**config.mk**
```make
export PLATFORM = sky130hd
export DESIGN_NAME = arb_counter_bank
export DESIGN_NICKNAME = d
export VERILOG_FILES = /design/src/rtl/arb_counter_pkg.sv /design/src/rtl/arb_counter_chan.sv /design/src/rtl/arb_counter_bank.sv
export SDC_FILE = /design/constraint.sdc
export NUM_CORES = 1
export LEC_CHECK = 0
export BUFFER_PORTS_ARGS = -buffer_cell sky130_fd_sc_hd__buf_4
export CAP_MARGIN = 20
export CELL_PAD_IN_SITES_DETAIL_PLACEMENT = 1
export CELL_PAD_IN_SITES_GLOBAL_PLACEMENT = 2
export CORE_MARGIN = 3
export CORE_UTILIZATION = 30
export CTS_CLUSTER_SIZE = 14
export DETAILED_ROUTE_END_ITERATION = 10
export GPL_TIMING_DRIVEN = 1
export HOLD_SLACK_MARGIN = 0.06
export PLACE_DENSITY = 0.88
export SYNTH_ARGS = -nofsm -noshare
export SYNTH_HDL_FRONTEND = slang
export SYNTH_HIERARCHICAL = 1
export SYNTH_SLANG_ARGS = --single-unit
```
**constraint.sdc**
```tcl
create_clock -name CLK -period 5.3 [get_ports CLK]
set_clock_uncertainty 0.1 [all_clocks]
set_input_delay 0.795 -clock CLK [delete_from_list [all_inputs] [get_ports CLK]]
set_output_delay 0.795 -clock CLK [all_outputs]
set_load 0.01 [all_outputs]
```
**src/rtl/arb_counter_pkg.sv**
```systemverilog
// Shared types and helpers for the arbitration counter bank.
package arb_counter_pkg;

    typedef enum logic {SAT, WRAP} cnt_mode_t;

    localparam int unsigned DEF_NBITS = 4;
    localparam int unsigned DEF_NCH   = 4;

    function automatic int unsigned cnt_max(input int unsigned nbits);
        return (32'd1 << nbits) - 32'd1;
    endfunction

endpackage

```
**src/rtl/arb_counter_chan.sv**
```systemverilog
// One up/down counter channel with sticky over/underflow flags and threshold decode.
module arb_counter_chan
    import arb_counter_pkg::*;
#(
    parameter int unsigned NBITS = DEF_NBITS,
    parameter cnt_mode_t   MODE  = SAT
) (
    input  logic             CLK,
    input  logic             nRST,
    input  logic             inc,
    input  logic             dec,
    input  logic             clear,
    input  logic             load,
    input  logic [NBITS-1:0] load_val,
    input  logic [NBITS-1:0] thresh,
    output logic [NBITS-1:0] count,
    output logic             full,
    output logic             empty,
    output logic             thresh_hit,
    output logic             ovf,
    output logic             udf
);

    localparam logic [NBITS-1:0] MAX = NBITS'(cnt_max(NBITS));

    always_ff @(posedge CLK or negedge nRST) begin
        if (!nRST) begin
            count <= '0;
            ovf   <= 1'b0;
            udf   <= 1'b0;
        end else if (clear) begin
            count <= '0;
            ovf   <= 1'b0;
            udf   <= 1'b0;
        end else if (load) begin
            count <= load_val;
        end else if (inc && !dec) begin
            if (count == MAX) begin
                ovf <= 1'b1;
                if (MODE == WRAP) count <= '0;
            end else begin
                count <= count + NBITS'(1);
            end
        end else if (dec && !inc) begin
            if (count == '0) begin
                udf <= 1'b1;
                if (MODE == WRAP) count <= MAX;
            end else begin
                count <= count - NBITS'(1);
            end
        end
    end

    assign full       = (count == MAX);
    assign empty      = (count == '0);
    assign thresh_hit = (count >= thresh);

endmodule

```
**src/rtl/arb_counter_bank.sv**
```systemverilog
// Bank of per-channel arbitration counters plus a registered largest-count finder.
module arb_counter_bank
    import arb_counter_pkg::*;
#(
    parameter int unsigned NBITS = DEF_NBITS,
    parameter int unsigned NCH   = DEF_NCH,
    parameter cnt_mode_t   MODE  = SAT
) (
    input  logic                     CLK,
    input  logic                     nRST,
    input  logic [NCH-1:0]           inc,
    input  logic [NCH-1:0]           dec,
    input  logic [NCH-1:0]           clear,
    input  logic [NCH-1:0]           load,
    input  logic [NCH*NBITS-1:0]     load_val,
    input  logic [NBITS-1:0]         thresh,
    output logic [NCH*NBITS-1:0]     count,
    output logic [NCH-1:0]           full,
    output logic [NCH-1:0]           empty,
    output logic [NCH-1:0]           thresh_hit,
    output logic [NCH-1:0]           ovf,
    output logic [NCH-1:0]           udf,
    output logic [$clog2(NCH)-1:0]   max_idx,
    output logic [NBITS-1:0]         max_val
);

    localparam int unsigned IW = $clog2(NCH);

    logic [NBITS-1:0] cnt [NCH];
    logic [IW-1:0]    best_idx;
    logic [NBITS-1:0] best_val;

    for (genvar g = 0; g < NCH; g++) begin : g_chan
        arb_counter_chan #(
            .NBITS (NBITS),
            .MODE  (MODE)
        ) u_chan (
            .CLK        (CLK),
            .nRST       (nRST),
            .inc        (inc[g]),
            .dec        (dec[g]),
            .clear      (clear[g]),
            .load       (load[g]),
            .load_val   (load_val[g*NBITS +: NBITS]),
            .thresh     (thresh),
            .count      (cnt[g]),
            .full       (full[g]),
            .empty      (empty[g]),
            .thresh_hit (thresh_hit[g]),
            .ovf        (ovf[g]),
            .udf        (udf[g])
        );
        assign count[g*NBITS +: NBITS] = cnt[g];
    end

    // Strict '>' keeps the earliest channel on ties; all-zero leaves index 0.
    always_comb begin
        best_idx = '0;
        best_val = cnt[0];
        for (int unsigned i = 1; i < NCH; i++) begin
            if (cnt[i] > best_val) begin
                best_val = cnt[i];
                best_idx = IW'(i);
            end
        end
    end

    always_ff @(posedge CLK or negedge nRST) begin
        if (!nRST) begin
            max_idx <= '0;
            max_val <= '0;
        end else begin
            max_idx <= best_idx;
            max_val <= best_val;
        end
    end

endmodule
```
==> metrics.cfg, run 1 <==
[status]
status=finished clean

[setup_path]
worstPathArrival_ps=4750
cp_num_cells=18
critical_path.slowest_cell=dfrtp_1
start_kind=flop
required_ps=5350
cp_max_fo=13
critPathKind=reg -> reg
cpPeakStageDelay_ps=550
path_common_cell=ha_1
crit_family=compound AO/OA/AOI/OAI gates
crit_path_end_kind=flop
crit_path_cell_trace=inv_1, ha_1, nor2b_4, o21ai_2, a32o_1, mux2i_2, ha_1, a211oi_1, nand2_1, nand2_1, nor2_1, a21o_1, ha_1, nor2b_1, o211a_1, o21a_1, a21oi_1, a211oi_1
reg2regPathDepth=18
worst-path-buf-inv=1

[pwr]
total_leakage_power_nw=1.86
switching_power_mw=0.427
internal-power_mw=0.639
power.share.switching=0.401
comb_power_share=0.520
power_density_nw_per_um2=294
clockPowerShare=0.183
ir_drop_mv=0.113
power_frac_seq=0.296

[global_route]
grt_start_max_net_pins=31
grtUsageMet2=0.259
grt-ovfl-total=0
gr-usage-met1=0.206
track_usage=0.154
grt_pass1_wl_mm=12.9
grt.met3_usage=0.0318
grt_pass1_vias=2607
antenna_found_initial=0
busiest_layer=met2

[synth]
ys_seq_area_frac=0.265
synth_cell_types=38
ys_warn_count=6
synth.avg_cell_area_um2=9.31
synthCells=304
syn_area_um2=2830
syn_nets=390
ys_seq_elements=30

[clocking]
ctsLongestPathBuffers=2
cts_tree=done
postCtsResizedCells=0
post_cts_buffers=0
clock-root-buffer=clkbuf_8
insertion_delay_ps=290
cts_hold_buf=0
cts_buffers=5
path_clk_slew_ps=70
htreeDepth=2
clkSinkCount=30

[sta]
fin_crit_ps=4690
holdWs_ps=339
post-route-period-util=0.885
tns_ps=0
finalMaxSlewViolations=0
fmax_mhz=213
max_slew.worst_pin.slew_ps=455
finalHoldViolations=0
grt_setup_unrepaired=no
slew_headroom=0.694
setup_viol=0

[min_path]
worstHoldPathType=in -> async

[floorplan]
fp-row-count=34
die_x_um=103
die_y_um=103
io-pin-count=80
core_area_um2=8930
start_util=0.317
dieArea_um2=10600

[job]
cap_violations=0

[finish]
drive_gt1_frac=0.280
area_delta_synth_final_pct=28.3
n_antenna_cell=0
final_cell_mix=buf_4, ha_1, inv_1, dfrtp_1, nor2_1
layout.nets=474
final_common_cell=buf_4

[detailed_routing]
routedWlPerCell_um=15.8
ant_nets=0
vias=2538
vias_per_cell=5.11
drc=0
wirelength_mm=7.84
dr.pass1.iters=4
drt-initial-drc-count=75

[placement]
post-dp-hpwl_mm=6.18
numPortBuffers=79
gp_congestion=0.737

==> layer usage <==
metal | up-vias | wire length [um]
met4 | 0 | 54
met3 | 6 | 448
met2 | 65 | 3700
met1 | 1222 | 3630
met5 | - | 0
li1 | 1245 | -
==> power by group through the flow <==
stage | registers [mW] | logic, mW | clock network [mW]
floorplan | 0.325 | 0.364 | 0
global placement | 0.322 | 0.544 | 0
detailed placement | 0.322 | 0.561 | 0
CTS | 0.318 | 0.565 | 0.207
global route | 0.323 | 0.630 | 0.214
finish | 0.316 | 0.555 | 0.196
==> registers in the layout (all words and copies together), names as in the netlist <==
signal,count
max_val,4
g_chan.u_chan/udf,4
g_chan.u_chan/ovf,4
max_idx,2
g_chan.u_chan/count,16
==> worst reg2reg max path, cell delays in order, from the launching register on <==
cell	delay, ps
dfrtp_1	550
inv_1	100
ha_1	330
nor2b_4	140
o21ai_2	100
a32o_1	350
mux2i_2	350
ha_1	310
a211oi_1	260
nand2_1	100
nand2_1	310
nor2_1	80
a21o_1	170
ha_1	280
nor2b_1	130
o211a_1	220
o21a_1	240
a21oi_1	310
a211oi_1	130
==> synthesized netlist by cell type, drive strengths merged <==
library cell | instances | area share
ha | 48 | 0.21
inv | 41 | 0.054
dfrtp | 30 | 0.27
nor2 | 29 | 0.038
a211oi | 17 | 0.052
xnor2 | 16 | 0.050
a21oi | 15 | 0.027
mux2i | 12 | 0.046
nand2b | 12 | 0.027
nand2 | 10 | 0.013
nor2b | 10 | 0.025
o21ai | 7 | 0.014
a41oi | 5 | 0.015
o211a | 5 | 0.018
a2111oi | 4 | 0.026
a21o | 4 | 0.011
a311oi | 4 | 0.012
a31oi | 4 | 0.0088
and4 | 4 | 0.012
clkinv | 4 | 0.0053
nor3 | 4 | 0.0071
nor4 | 4 | 0.018
o22a | 4 | 0.014
or2 | 4 | 0.0088
buf | 2 | 0.0066
a32o | 1 | 0.0035
and2 | 1 | 0.0031
nand3b | 1 | 0.0027
nand4 | 1 | 0.0022
o21a | 1 | 0.0027
==> final cells by class <==
| cell class | instances | area, um^2 |
|---|---|---|
| Multi-Input combinational cell | 227 | 1890 |
| Sequential cell | 30 | 751 |
| Fill cell | 1082 | 5300 |
| Tap cell | 108 | 135 |
| Clock buffer | 7 | 86.3 |
| Clock inverter | 1 | 5.00 |
| Timing Repair Buffer | 79 | 593 |
| Inverter | 45 | 169 |
==> cell families after synthesis <==
logic type,count (synthesis),synth area share
AND/OR/NAND/NOR,80,0.157
AO/OA/AOI/OAI,71,0.203
adder cells (fa/ha/maj),48,0.212
buffers and inverters,47,0.0663
flip-flops,30,0.265
XOR/XNOR,16,0.0495
multiplexers,12,0.0464
==> worst paths after layout <==
path,start,end,slack [ps]
worst max-delay path,g_chan[0].u_chan/count[1],max_val[1],610
worst min-delay path,nRST,g_chan[3].u_chan/ovf,340
worst max register to register,g_chan[0].u_chan/count[1],max_val[1],610
worst min register to register,g_chan[2].u_chan/ovf,g_chan[2].u_chan/ovf,410
max in group asynchronous,nRST,g_chan[1].u_chan/count[3],4450
min in group CLK,g_chan[2].u_chan/ovf,g_chan[2].u_chan/ovf,410
==> metrics by stage <==
step	total power, mW	setup slack (ps)	cells	instance area [um^2]	util
2_1_floorplan	0.689	1200	304	2830	-
3_3_place_gp	0.866	858	489	3540	0.396
3_5_place_dp	0.883	631	489	3540	0.396
4_1_cts	1.09	587	497	3630	0.406
5_1_grt	1.17	263	497	3630	0.406
6_report	1.07	608	497	3630	0.406
Note: power is estimated with default switching activity, not from simulation.
==> inputs of run 2 (changes only) <==
--- a/config.mk
+++ b/config.mk
@@ -10,12 +10,12 @@
 export CELL_PAD_IN_SITES_DETAIL_PLACEMENT = 1
 export CELL_PAD_IN_SITES_GLOBAL_PLACEMENT = 2
 export CORE_MARGIN = 3
-export CORE_UTILIZATION = 30
+export CORE_UTILIZATION = 25
 export CTS_CLUSTER_SIZE = 14
 export DETAILED_ROUTE_END_ITERATION = 10
 export GPL_TIMING_DRIVEN = 1
 export HOLD_SLACK_MARGIN = 0.06
-export PLACE_DENSITY = 0.88
+export PLACE_DENSITY = 0.77
 export SYNTH_ARGS = -nofsm -noshare
 export SYNTH_HDL_FRONTEND = slang
 export SYNTH_HIERARCHICAL = 1
==> run 2 against run 1 <==
Compared with the run above: first-iteration DRC count stayed put; critical endpoint is now max_val[0]; design area is 2.7% higher; sequential power hardly changed; via count is 0.35% higher; combinational power is 1% higher; power is 9.3% higher; global-route usage is 2.8 points lower; wire length is 2.1% higher; utilization is 6.6 points lower; setup slack better by 79 ps; sequential share of layout area is 0.53 points lower; hold slack better by 3.9 ps.
==> metrics.cfg, run 2 (synthesized netlist as in run 1, its figures left out) <==
[pwr]
power_mw=1.17  ; was 1.07 mW
total_leakage_power_nw=1.89  ; was 1.86 nW
power_frac_seq=0.273  ; was 0.296
power_density_nw_per_um2=313  ; was 294 nW/um^2
comb_power_share=0.482  ; was 0.520
ir_drop_mv=0.146  ; was 0.113 mV
internal-power_mw=0.721  ; was 0.639 mW
clockPowerShare=0.245  ; was 0.183
power.share.switching=0.381  ; was 0.401
switching_power_mw=0.444  ; was 0.427 mW

[sta]
setup_viol=0  ; unchanged
grt_setup_unrepaired=no  ; unchanged
holdWs_ps=343  ; was 339 ps
fin_crit_ps=4610  ; was 4690 ps
tns_ps=0  ; unchanged
fmax_mhz=217  ; was 213 MHz
post-route-period-util=0.870  ; was 0.885
slew_headroom=0.709  ; was 0.694
finalMaxSlewViolations=0  ; unchanged
finalHoldViolations=0  ; unchanged
max_slew.worst_pin.slew_ps=437  ; was 455 ps

[clocking]
path_clk_slew_ps=50  ; was 70 ps
ctsLongestPathBuffers=2  ; unchanged
postCtsResizedCells=0  ; unchanged
clkSinkCount=30  ; unchanged
post_cts_buffers=0  ; unchanged
cts_tree=done  ; unchanged
cts_hold_buf=0  ; unchanged
cts_buffers=5  ; unchanged
htreeDepth=2  ; unchanged
clock-root-buffer=clkbuf_16  ; was clkbuf_8
insertion_delay_ps=280  ; was 290 ps

[floorplan]
dieArea_um2=12600  ; was 10600 um^2
die_y_um=112  ; was 103 um
io-pin-count=80  ; unchanged
start_util=0.259  ; was 0.317
fp-row-count=38  ; was 34
die_x_um=112  ; was 103 um
core_area_um2=10900  ; was 8930 um^2

[setup_path]
critical_path.slowest_cell=dfrtp_1  ; unchanged
start_kind=flop  ; unchanged
cpPeakStageDelay_ps=530  ; was 550 ps
reg2reg_slack_ps=690  ; was 610 ps
worstPathArrival_ps=4660  ; was 4750 ps
crit_path_end_kind=flop  ; unchanged
required_ps=5340  ; was 5350 ps
critPathKind=reg -> reg  ; unchanged
path_common_cell=ha_1  ; unchanged
crit_family=compound AO/OA/AOI/OAI gates  ; unchanged
crit_path_cell_trace=inv_1, ha_1, nor2b_4, o21ai_2, a32o_1, mux2i_2, ha_1, a211oi_1, nand2_1, nand2_1, nor2_1, a21o_1, ha_1, nor2b_1, o211a_1, o21a_1, a21oi_1, a211oi_1  ; unchanged
cp_max_fo=13  ; unchanged
worst-path-buf-inv=1  ; unchanged

[finish]
n_antenna_cell=0  ; unchanged
final_common_cell=buf_4  ; unchanged
stdcell_count=529  ; was 497
drive_gt1_frac=0.280  ; unchanged
largest_reg_flops=16  ; unchanged
area_delta_synth_final_pct=31.7  ; was 28.3%
top_register=g_chan.u_chan/count  ; unchanged
final_cell_mix=buf_4, ha_1, inv_1, dfrtp_1, nor2_1  ; unchanged
fillers=1290  ; was 1082
layout.nets=474  ; unchanged

[detailed_routing]
wirelength_mm=8.00  ; was 7.84 mm
drt-initial-drc-count=75  ; unchanged
ant_nets=0  ; unchanged
vias_per_cell=4.81  ; was 5.11
vias=2547  ; was 2538
drc=0  ; unchanged
routedWlPerCell_um=15.1  ; was 15.8 um
dr.pass1.iters=4  ; unchanged

[global_route]
grt_start_max_net_pins=31  ; unchanged
antenna_found_initial=0  ; unchanged
grt_pass1_vias=2633  ; was 2607
track_usage=0.126  ; was 0.154
grt_pass1_wl_mm=13.1  ; was 12.9 mm
grt-ovfl-total=0  ; unchanged

[min_path]
worstHoldPathType=in -> async  ; unchanged

[placement]
post-dp-hpwl_mm=6.35  ; was 6.18 mm
numPortBuffers=79  ; unchanged
dp_cells=521  ; was 489
gp_congestion=0.801  ; was 0.737

[job]
cap_violations=0  ; unchanged

[status]
status=finished clean  ; unchanged

[run 2: per-stage QoR]
stage	setup slack [ps]	area [um^2]	utilization
4_1_cts	668	3730	0.341
6_report	687	3730	0.341
3_5_place_dp	682	3580	0.327
5_1_grt	295	3730	0.341
2_1_floorplan	1200	2830	-
3_3_place_gp	846	3580	0.327
[run 2: final timing paths]
path,cells after the start,endpoint,from
worst max-delay path,18,max_val[0],g_chan[0].u_chan/count[1]
max in group asynchronous,1,g_chan[3].u_chan/ovf,nRST
min in group CLK,2,g_chan[0].u_chan/ovf,g_chan[0].u_chan/ovf
worst min-delay path,1,g_chan[2].u_chan/ovf,nRST
worst max register to register,18,max_val[0],g_chan[0].u_chan/count[1]
worst min register to register,2,g_chan[0].u_chan/ovf,g_chan[0].u_chan/ovf
[run 2: cell type report]
cell class                      count  area [um^2]  share of cell area
Clock buffer                        7          143              0.0383
Clock inverter                      1         5.00             0.00134
Inverter                           45          169              0.0453
Multi-Input combinational cell    227         1890               0.508
Sequential cell                    30          751               0.201
Tap cell                          140          175              0.0470
Timing Repair Buffer               79          593               0.159
[run 2: routing by layer]
| layer | wire length, um | up-vias | GRT usage |
|---|---|---|---|
| li1 | - | 1249 | - |
| met1 | 3770 | 1214 | 0.170 |
| met2 | 3660 | 76 | 0.206 |
| met3 | 489 | 8 | 0.0291 |
| met4 | 84 | 0 | 0.0313 |
| met5 | 0 | - | 0 |
[run 2: power by group through the flow]
stage	logic [mW]	clock network, mW	registers (mW)
5_1_grt	0.630	0.306	0.326
2_1_floorplan	0.364	0	0.325
4_1_cts	0.570	0.296	0.321
3_5_place_dp	0.567	0	0.325
3_3_place_gp	0.548	0	0.326
6_report	0.562	0.286	0.318
==> inputs of run 3 (changes only) <==
==> constraint.sdc (replaced) <==
create_clock -name CLK -period 4.6 [get_ports CLK]
set_clock_uncertainty 0.1 [all_clocks]
set_input_delay 0.69 -clock CLK [delete_from_list [all_inputs] [get_ports CLK]]
set_output_delay 0.69 -clock CLK [all_outputs]
set_load 0.01 [all_outputs]
==> run 3 against run 2 <==
Compared with the run above: wire length is 6.2% higher; utilization rose by 0.77 points; hold slack lost 98 ps; combinational power is 22% higher; die area unchanged; non-clock buffer count up 8; fmax grew 9.1%; sequential cell count stayed put; critical path type unchanged; critical endpoint is now max_val[3].
==> metrics.cfg, run 3 (synthesized netlist as in run 1, its figures left out) <==
[detailed_routing]
vias=2574  ; was 2547
drc=0  ; unchanged
drt-initial-drc-count=62  ; was 75
routedWlPerCell_um=15.8  ; was 15.1 um
wirelength_mm=8.50  ; was 8.00 mm
dr.pass1.iters=4  ; unchanged
ant_nets=0  ; unchanged
vias_per_cell=4.79  ; was 4.81

[setup_path]
crit_path_cell_trace=inv_1, ha_1, nor2b_4, o21ai_2, a32o_1, mux2i_2, ha_1, a211oi_1, nand2_1, nand2_2, nor2_1, a21o_1, ha_1, nor2b_1, o211a_1, o21a_1, a21oi_2, a211oi_1  ; was inv_1, ha_1, nor2b_4, o21ai_2, a32o_1, mux2i_2, ha_1, a211oi_1, nand2_1, nand2_1, nor2_1, a21o_1, ha_1, nor2b_1, o211a_1, o21a_1, a21oi_1, a211oi_1
cpPeakStageDelay_ps=340  ; was 530 ps
reg2reg_from=g_chan[0].u_chan/count[1]  ; unchanged
cp_max_fo=13  ; unchanged
crit_path_end_kind=flop  ; unchanged
reg2reg_slack_ps=370  ; was 690 ps
worstPathArrival_ps=4270  ; was 4660 ps
critPathKind=reg -> reg  ; unchanged
reg2regPathDepth=18  ; unchanged
required_ps=4650  ; was 5340 ps
crit_family=compound AO/OA/AOI/OAI gates  ; unchanged
setup.worst_path.start=g_chan[0].u_chan/count[1]  ; unchanged
worst-path-buf-inv=1  ; unchanged
reg2reg_to=max_val[3]  ; was max_val[0]
critical_path.slowest_cell=dfrtp_1  ; unchanged
path_common_cell=ha_1  ; unchanged
start_kind=flop  ; unchanged

[finish]
final_cell_mix=buf_4, ha_1, inv_1, dfrtp_1, nor2_1  ; unchanged
stdcell_count=537  ; was 529
drive_gt1_frac=0.302  ; was 0.280
layout.nets=482  ; was 474
final_common_cell=buf_4  ; unchanged
area_delta_synth_final_pct=34.7  ; was 31.7%
largest_reg_flops=16  ; unchanged
top_register=g_chan.u_chan/count  ; unchanged
n_antenna_cell=0  ; unchanged
final_util=0.349  ; was 0.341

[floorplan]
core_area_um2=10900  ; unchanged
dieArea_um2=12600  ; unchanged
die_x_um=112  ; unchanged
io-pin-count=80  ; unchanged
start_util=0.259  ; unchanged
fp-row-count=38  ; unchanged
die_y_um=112  ; unchanged

[clocking]
ctsLongestPathBuffers=2  ; unchanged
insertion_delay_ps=280  ; about the same
cts_hold_buf=0  ; unchanged
cts_buffers=5  ; unchanged
postCtsResizedCells=0  ; unchanged
cts_tree=done  ; unchanged
clock-root-buffer=clkbuf_16  ; unchanged
path_clk_slew_ps=50  ; about the same
post_cts_buffers=0  ; unchanged
clkSinkCount=30  ; unchanged
htreeDepth=2  ; unchanged

[job]
cap_violations=0  ; unchanged

[pwr]
power_density_nw_per_um2=369  ; was 313 nW/um^2
total_leakage_power_nw=1.94  ; was 1.89 nW
ir_drop_mv=0.154  ; was 0.146 mV

[sta]
tns_ps=0  ; unchanged
slew_headroom=0.691  ; was 0.709
max_slew.worst_pin.slew_ps=464  ; was 437 ps
setup_viol=0  ; unchanged
finalMaxSlewViolations=0  ; unchanged
fmax_mhz=237  ; was 217 MHz
fin_crit_ps=4230  ; was 4610 ps
grt_setup_unrepaired=no  ; unchanged
post-route-period-util=0.919  ; was 0.870
worst_slack_ps=372  ; was 687 ps
finalHoldViolations=0  ; unchanged

[global_route]
grt_pass1_vias=2787  ; was 2633
grt_pass1_wl_mm=14.0  ; was 13.1 mm
grt-ovfl-total=0  ; unchanged
antenna_found_initial=0  ; unchanged
grt_start_max_net_pins=31  ; unchanged
track_usage=0.136  ; was 0.126

[placement]
dp_cells=529  ; was 521
post-dp-hpwl_mm=6.81  ; was 6.35 mm
gp_congestion=0.802  ; was 0.801
dpl_worst_slack_ps=161  ; was 682 ps
numPortBuffers=79  ; unchanged

[min_path]
worstHoldPathType=in -> async  ; unchanged

[status]
status=finished clean  ; unchanged

==> run 3: cell types whose count changed in the layout (fill, tap and decap cells not counted) <==
cell       before  now
buf_4          79   87
a21oi_1        15   14
a21oi_2         0    1
bufinv_16       0    1
clkbuf_1        1    0
clkbuf_8        1    0
clkinv_2        1    2
nand2_1        10    9
nand2_2         0    1
==> run 3: final cells by class <==
type | count | area (um^2)
fill | 1290 | 7120
multi-input combinational | 227 | 1900
sequential | 30 | 751
timing repair buffer | 87 | 653
tap | 140 | 175
inverter | 45 | 169
clock buffer | 5 | 125
clock inverter | 3 | 40.0
==> run 3: worst max-delay path by stage <==
stage	endpoint	depth (start not counted)	slack, ps
5_1_grt	max_val[0]	18	20
3_3_place_gp	max_val[0]	17	350
3_5_place_dp	max_val[0]	18	160
6_report	max_val[3]	18	370
4_1_cts	max_val[0]	18	120
2_1_floorplan	max_val[0]	20	500
==> run 3: metal layers <==
metal / part of all wire / global-route usage / up-vias / wire (um)
met4: 0.0042 / 0.0216 / 0 / 36
met5: 0 / 0 / - / 0
li1: - / - / 1265 / -
met1: 0.47 / 0.180 / 1236 / 3970
met2: 0.47 / 0.230 / 70 / 4000
met3: 0.058 / 0.0313 / 3 / 489
==> run 3: power by group <==
| part | internal, mW | switching, mW | leakage [nW] |
|---|---|---|---|
| clock | 0.253 | 0.120 | 0.0836 |
| combinational | 0.320 | 0.366 | 1.46 |
| sequential | 0.310 | 0.0379 | 0.390 |
| total | 0.882 | 0.524 | 1.94 |
==> run 3: through the flow <==
step	area, um^2	hold WS, ps	power [mW]
after floorplan	2830	294	0.794
after global placement	3640	387	1.01
after detailed placement	3640	392	1.04
after CTS	3800	253	1.42
after global routing	3810	268	1.52
final	3810	245	1.41
